--- config.mk ---
export PLATFORM = sky130hd
export DESIGN_NAME = delay_tap_reader
export DESIGN_NICKNAME = d
export VERILOG_FILES = /design/src/rtl/delay_tap_reader.sv
export SDC_FILE = /design/constraint.sdc
export NUM_CORES = 1
export LEC_CHECK = 0
export CORE_MARGIN = 3
export CORE_UTILIZATION = 55
export CTS_BUF_LIST = sky130_fd_sc_hd__clkbuf_16
export CTS_CLUSTER_SIZE = 16
export DETAILED_ROUTE_END_ITERATION = 8
export PLACE_DENSITY_LB_ADDON = 0.15
export SLEW_MARGIN = 20
export SYNTH_ARGS = -nofsm -noshare
export SYNTH_HDL_FRONTEND = slang
export SYNTH_SLANG_ARGS = --single-unit
--- constraint.sdc ---
create_clock -name Clk -period 7.1 [get_ports Clk]
set_input_delay 0.71 -clock Clk [delete_from_list [all_inputs] [get_ports Clk]]
set_output_delay 0.71 -clock Clk [all_outputs]
set_load 0.05 [all_outputs]
--- src/rtl/delay_tap_reader.sv ---
// Echo-buffer read tap: fetches the sample delay_len behind wr_ptr, scales it by wet_gain, adds dry.
// Build option: define DELAY_TAP_SAT_EN to clamp the mix to 16 bits instead of wrapping.
`timescale 1ns/1ps
module delay_tap_reader #(
  parameter int DEPTH  = 48000,
  parameter int ADDR_W = 16
) (
  input  logic              Clk,
  input  logic              Reset,
  input  logic              Enable,
  input  logic              sample_tick,
  input  logic [15:0]       dry_in,
  input  logic [ADDR_W-1:0] wr_ptr,
  input  logic [ADDR_W-1:0] delay_len,
  input  logic [15:0]       wet_gain,
  output logic              mem_rd_req,
  output logic [ADDR_W-1:0] mem_rd_addr,
  input  logic              mem_rd_ack,
  input  logic [15:0]       mem_rd_data,
  output logic [15:0]       out,
  output logic              out_valid,
  output logic              busy,
  output logic              overrun,
  output logic [1:0]        dbg_state_o
);

  // Handshake: mem_rd_req rises the cycle after an accepted tick and holds with a stable
  // mem_rd_addr; the first cycle with mem_rd_ack=1 transfers mem_rd_data and ends the request.

  typedef enum logic [1:0] {
    S_IDLE = 2'd0,
    S_REQ  = 2'd1,
    S_MIX  = 2'd2,
    S_PASS = 2'd3
  } state_t;

  localparam logic [ADDR_W-1:0] DEPTH_A  = ADDR_W'(DEPTH);
  localparam logic [ADDR_W-1:0] DEPTH_M1 = ADDR_W'(DEPTH - 1);
  localparam logic [ADDR_W-1:0] ONE_A    = ADDR_W'(1);

  state_t              state_q, state_d;
  logic signed [15:0]  dry_q, gain_q, data_q;
  logic [ADDR_W-1:0]   addr_q, addr_d;
  logic [ADDR_W-1:0]   eff_delay;
  logic [15:0]         out_q, mix_d;
  logic                out_valid_q;
  logic                overrun_q;
  logic                accept;

  logic signed [31:0]  prod;
  logic signed [16:0]  wet;
  logic signed [17:0]  sum;

  assign accept = sample_tick && (state_q == S_IDLE);

  // State register
  always_ff @(posedge Clk or negedge Reset) begin
    if (!Reset) state_q <= S_IDLE;
    else        state_q <= state_d;
  end

  // Next-state logic
  always_comb begin
    state_d = state_q;
    case (state_q)
      S_IDLE:  if (sample_tick) state_d = Enable ? S_REQ : S_PASS;
      S_REQ:   if (mem_rd_ack)  state_d = S_MIX;
      S_MIX:   state_d = S_IDLE;
      S_PASS:  state_d = S_IDLE;
      default: state_d = S_IDLE;
    endcase
  end

  // Output logic
  always_comb begin
    mem_rd_req  = (state_q == S_REQ);
    busy        = (state_q != S_IDLE);
    dbg_state_o = state_q;
  end

  // Delay is clamped into 1..DEPTH-1 so the tap never reads the sample being written.
  always_comb begin
    eff_delay = delay_len;
    if (delay_len == '0)           eff_delay = ONE_A;
    else if (delay_len >= DEPTH_A) eff_delay = DEPTH_M1;
    if (wr_ptr >= eff_delay) addr_d = wr_ptr - eff_delay;
    else                     addr_d = wr_ptr + (DEPTH_A - eff_delay);
  end

  always_comb begin
    prod = gain_q * data_q;
    wet  = prod[31:15];
    sum  = {{2{dry_q[15]}}, dry_q} + {wet[16], wet};
  end

  logic unused_prod_lsbs;
  assign unused_prod_lsbs = ^prod[14:0];

`ifdef DELAY_TAP_SAT_EN
  always_comb begin
    if (sum > 18'sd32767)       mix_d = 16'h7FFF;
    else if (sum < -18'sd32768) mix_d = 16'h8000;
    else                        mix_d = sum[15:0];
  end
`else
  logic unused_sum_msbs;
  assign unused_sum_msbs = ^sum[17:16];
  always_comb mix_d = sum[15:0];
`endif

  always_ff @(posedge Clk or negedge Reset) begin
    if (!Reset) begin
      dry_q       <= '0;
      gain_q      <= '0;
      data_q      <= '0;
      addr_q      <= '0;
      out_q       <= '0;
      out_valid_q <= 1'b0;
      overrun_q   <= 1'b0;
    end else begin
      out_valid_q <= 1'b0;
      if (accept) begin
        dry_q  <= dry_in;
        gain_q <= wet_gain;
        addr_q <= addr_d;
      end
      if (state_q == S_REQ && mem_rd_ack) data_q <= mem_rd_data;
      if (state_q == S_MIX) begin
        out_q       <= mix_d;
        out_valid_q <= 1'b1;
      end
      if (state_q == S_PASS) begin
        out_q       <= dry_q;
        out_valid_q <= 1'b1;
      end
      if (sample_tick && state_q != S_IDLE) overrun_q <= 1'b1;
    end
  end

  assign mem_rd_addr = addr_q;
  assign out         = out_q;
  assign out_valid   = out_valid_q;
  assign overrun     = overrun_q;

endmodule

==> impl_summary.md <==
Logic synthesis
The synthesized design contains 0 enable-type register cells. The total standard cell area after synthesis is 0.0149 sq mm. The unique cell type count in the Yosys netlist is 58.

The gate count of the mapped netlist is 1675. The synthesized netlist net count is 2157. The most used flip-flop cell after synthesis is sky130_fd_sc_hd__dfrtp_1. In this run, synthesis produced a sequential element count of 84. Dividing the synthesized area by the synthesized cell count gives 8.92 sq um. The sequential-to-total area share from yosys stat is 14.1%.

The Yosys step of the flow raised 0 warnings. The share of flip-flops with an asynchronous set or reset is 100%.

Critical path
The reg-to-reg endpoint is out[15]$_DFFE_PN0P_. For the worst setup path, the data arrival time is 8.05 ns. The biggest fanout along the worst timing path is 4. The worst register-to-register path has a depth of 32. STA puts the critical path data required time at 7.34 ns. The cell seen most often among critical-path stages is sky130_fd_sc_hd__fa_1. STA classifies the critical path endpoint as a register. On the worst path, the slowest cell contributes a delay of 0.56 ns. The worst setup path is of the reg -> reg kind.

In this run the critical register-to-register path is launched from data_q[6]$_DFFE_PN0P_. The slowest cell on the critical path is sky130_fd_sc_hd__fa_1. The worst setup path is launched from a register. The minimum setup slack among reg-to-reg paths is -0.71 ns.

Cells and area
The repair_antennas step left the layout with diodes totalling 0. In the layout the commonest cells are sky130_fd_sc_hd__inv_1 (334), sky130_fd_sc_hd__nand2_1 (270), sky130_fd_sc_hd__fa_1 (256). The fraction of layout instances using a drive strength above 1 is 15.5%. Once layout is complete, the cells apart from fillers number 2267.

The number of nets at the end of the flow is 2409. After filler insertion, the fill cell instance count of the layout stands at 2000. From synthesis to final layout, the design area changed by 24.5%. Cells fill 70.6% of the core in the end. The most common library cell in the layout ignoring fill and taps is sky130_fd_sc_hd__inv_1.

Die
The starting density of the core is 56.7%. In this run the standard cell core region covers 0.0264 sq mm. The site row count is 59. In this run the count of I/O pins placed on the die edge is 123.

The die covers 0.0292 sq mm. The floorplan die height is 171 microns. The die is 171 microns wide.

Global routing
The first global-routing pass estimated 65300 microns of wire. The via count of the first global-routing pass is 13000. The initial antenna violation count is 1.

Entering global routing, the biggest net connects 64 pins. The global-route usage over all layers is 28.4%. The remaining global-route overflow is 0.

STA
The minimum period implied by the final worst setup slack is 7.81 ns. The worst pin sits at a relative slew slack of 24.7%. After layout, the worst path uses 110% of the clock period. The timing-limited maximum frequency is 128 MHz.

For the pin with the worst max-slew slack, the measured transition is 1.13 ns. Setup repair after global routing could not meet its margin everywhere. The tightest hold path in the finished design has a slack of 0.257 ns.

Summed over all failing endpoints, the final setup total negative slack is -3.53 ns. The final number of hold-violating endpoints is 0. Setup violations remaining at the end of the flow were counted as 9.

The clock tree skew after final layout is 0.0101 ns. The number of pins exceeding their max-slew limit in the final report was 0. Setup slack on the critical path of the routed design comes to -0.712 ns.

Detailed routing
Dividing the detail-routed wire length by the instance count gives 17.5 microns. In the routed layout, each cell is associated on average with a via count of 5.31. After the first detailed-routing iteration, the DRC count stood at 584. In this run the remaining antenna-violating nets after routing total 0. The final route contains 12000 vias. The total DRC errors in the routed layout is 0. For this run, the detailed router's first-pass iteration total came to 5. The wire length after detailed routing is 39600 microns.

Placed design
Routability-driven placement finished with a final weighted congestion of 0.932. Detailed placement ended at an HPWL of 32700 microns. The number of cells in the design after placement is 2219. The number of port buffers is 122.

Clocking
The maximum buffer depth of the clock tree is 2. After clock tree synthesis, the clock-pin slew on the worst setup and hold paths is 0.07 ns. The TritonCTS buffer count is 9.

The hold buffer count at CTS is 0. At the later pin of the worst-skew pair, clock insertion delay measures 0.36 ns. The H-tree depth reported by CTS is 3. TritonCTS built the clock tree.

In this run the clock root is driven by a sky130_fd_sc_hd__clkbuf_16. The number of sinks handled by clock tree synthesis is 84.

Worst hold path
The tightest min-delay check is of the in -> async type.

Run status
The flow ran to the end, but the final reports show violations. The checks that failed: setup timing.

Job
Max-cap violations in this run came to 0.
-- final cells by class --
cell class	count	area, sq um	area share (%)
repair buffers	296	2660	14.3
flip-flops and latches	84	2110	11.4
inverters	348	1310	7.02
clock inverters	7	42.5	0.229
multi-input cells	1188	11800	63.6
well taps	335	419	2.25
clock buffers	9	225	1.21
-- kinds of logic (layout without fill, tap and decap cells) --
| kind of cell | Yosys count | after routing | share of synthesized area, % |
|---|---|---|---|
| flip-flops | 84 | 84 | 14.1 |
| multiplexers | 33 | 33 | 2.36 |
| AND/OR/NAND/NOR | 542 | 542 | 16.6 |
| XOR/XNOR | 59 | 59 | 3.46 |
| AO/OA/AOI/OAI | 157 | 157 | 6.66 |
| adder cells (fa/ha/maj) | 397 | 397 | 46.6 |
| buffers and inverters | 403 | 660 | 10.2 |
-- Yosys cell counts (8+ instances only) --
library cell	n	area [sq um]
sky130_fd_sc_hd__and2_1	118	738
sky130_fd_sc_hd__fa_1	266	5330
sky130_fd_sc_hd__inv_1	344	1290
sky130_fd_sc_hd__nand3_1	8	40.0
sky130_fd_sc_hd__o21a_1	12	90.1
sky130_fd_sc_hd__o21ai_0	8	40.0
sky130_fd_sc_hd__nand4_1	8	50.1
sky130_fd_sc_hd__a21oi_1	52	260
sky130_fd_sc_hd__nand2_1	277	1040
sky130_fd_sc_hd__nand2b_1	10	62.6
sky130_fd_sc_hd__o21ai_1	24	120
sky130_fd_sc_hd__clkbuf_1	50	188
sky130_fd_sc_hd__nor2_1	76	285
sky130_fd_sc_hd__o21bai_1	9	67.6
sky130_fd_sc_hd__mux2_1	17	191
sky130_fd_sc_hd__dfrtp_1	84	2100
sky130_fd_sc_hd__xor2_1	15	131
sky130_fd_sc_hd__nor3_1	19	95.1
sky130_fd_sc_hd__xnor2_1	44	385
sky130_fd_sc_hd__ha_1	131	1640
sky130_fd_sc_hd__mux2i_1	15	150
-- critical path: cells and delay by family (launching register included) --
family	cells	cell delay, ns
and+or+nand+nor	6	0.67
AOI/OAI and AO/OA	10	2.28
buffers and inverters	5	0.35
adders and majority gates	8	3.56
DFF	1	0.43
xor gates and xnor gates	3	0.39
-- sequential cells by signal, summed over array words and instances, names as in the netlist --
signal	count
data_q	16
dbg_state_o	2
dry_q	16
gain_q	16
mem_rd_addr	16
out	16
out_valid	1
overrun	1
-- metrics by stage --
stage	setup WS [ns]	area, sq um
6_report	-0.712	18600
5_1_grt	-0.922	18600
4_1_cts	-0.733	18100
2_1_floorplan	-0.183	15100
3_5_place_dp	-0.966	17600
3_3_place_gp	-0.903	17600
-- routing by layer --
metal,vias up,track usage (%),share of wire [%]
met5,-,0,0.033
met4,2,7.65,2.4
met3,62,5.55,6.5
met2,376,48.8,50
met1,5991,37.2,41
li1,5598,-,-
-- how the worst max path moves through the flow --
stage	to	startpoint	cells after the start
CTS	out[15]$_DFFE_PN0P_	gain_q[5]$_DFFE_PN0P_	32
global placement	out[15]$_DFFE_PN0P_	data_q[3]$_DFFE_PN0P_	31
global route	out[15]$_DFFE_PN0P_	data_q[6]$_DFFE_PN0P_	32
floorplan	out[15]$_DFFE_PN0P_	gain_q[15]$_DFFE_PN0P_	33
finish	out[15]$_DFFE_PN0P_	data_q[6]$_DFFE_PN0P_	32
detailed placement	out[15]$_DFFE_PN0P_	data_q[3]$_DFFE_PN0P_	31
-- what timing repair did --
item	CTS	global route
setup buffers	17	18
hold endpoints to repair	0	0
setup endpoints to repair	9	11
resized for setup	44	86
pin swaps	41	76
Power is not shown: default switching activity piles up to over one toggle a cycle in this logic, so the estimate is an artifact.
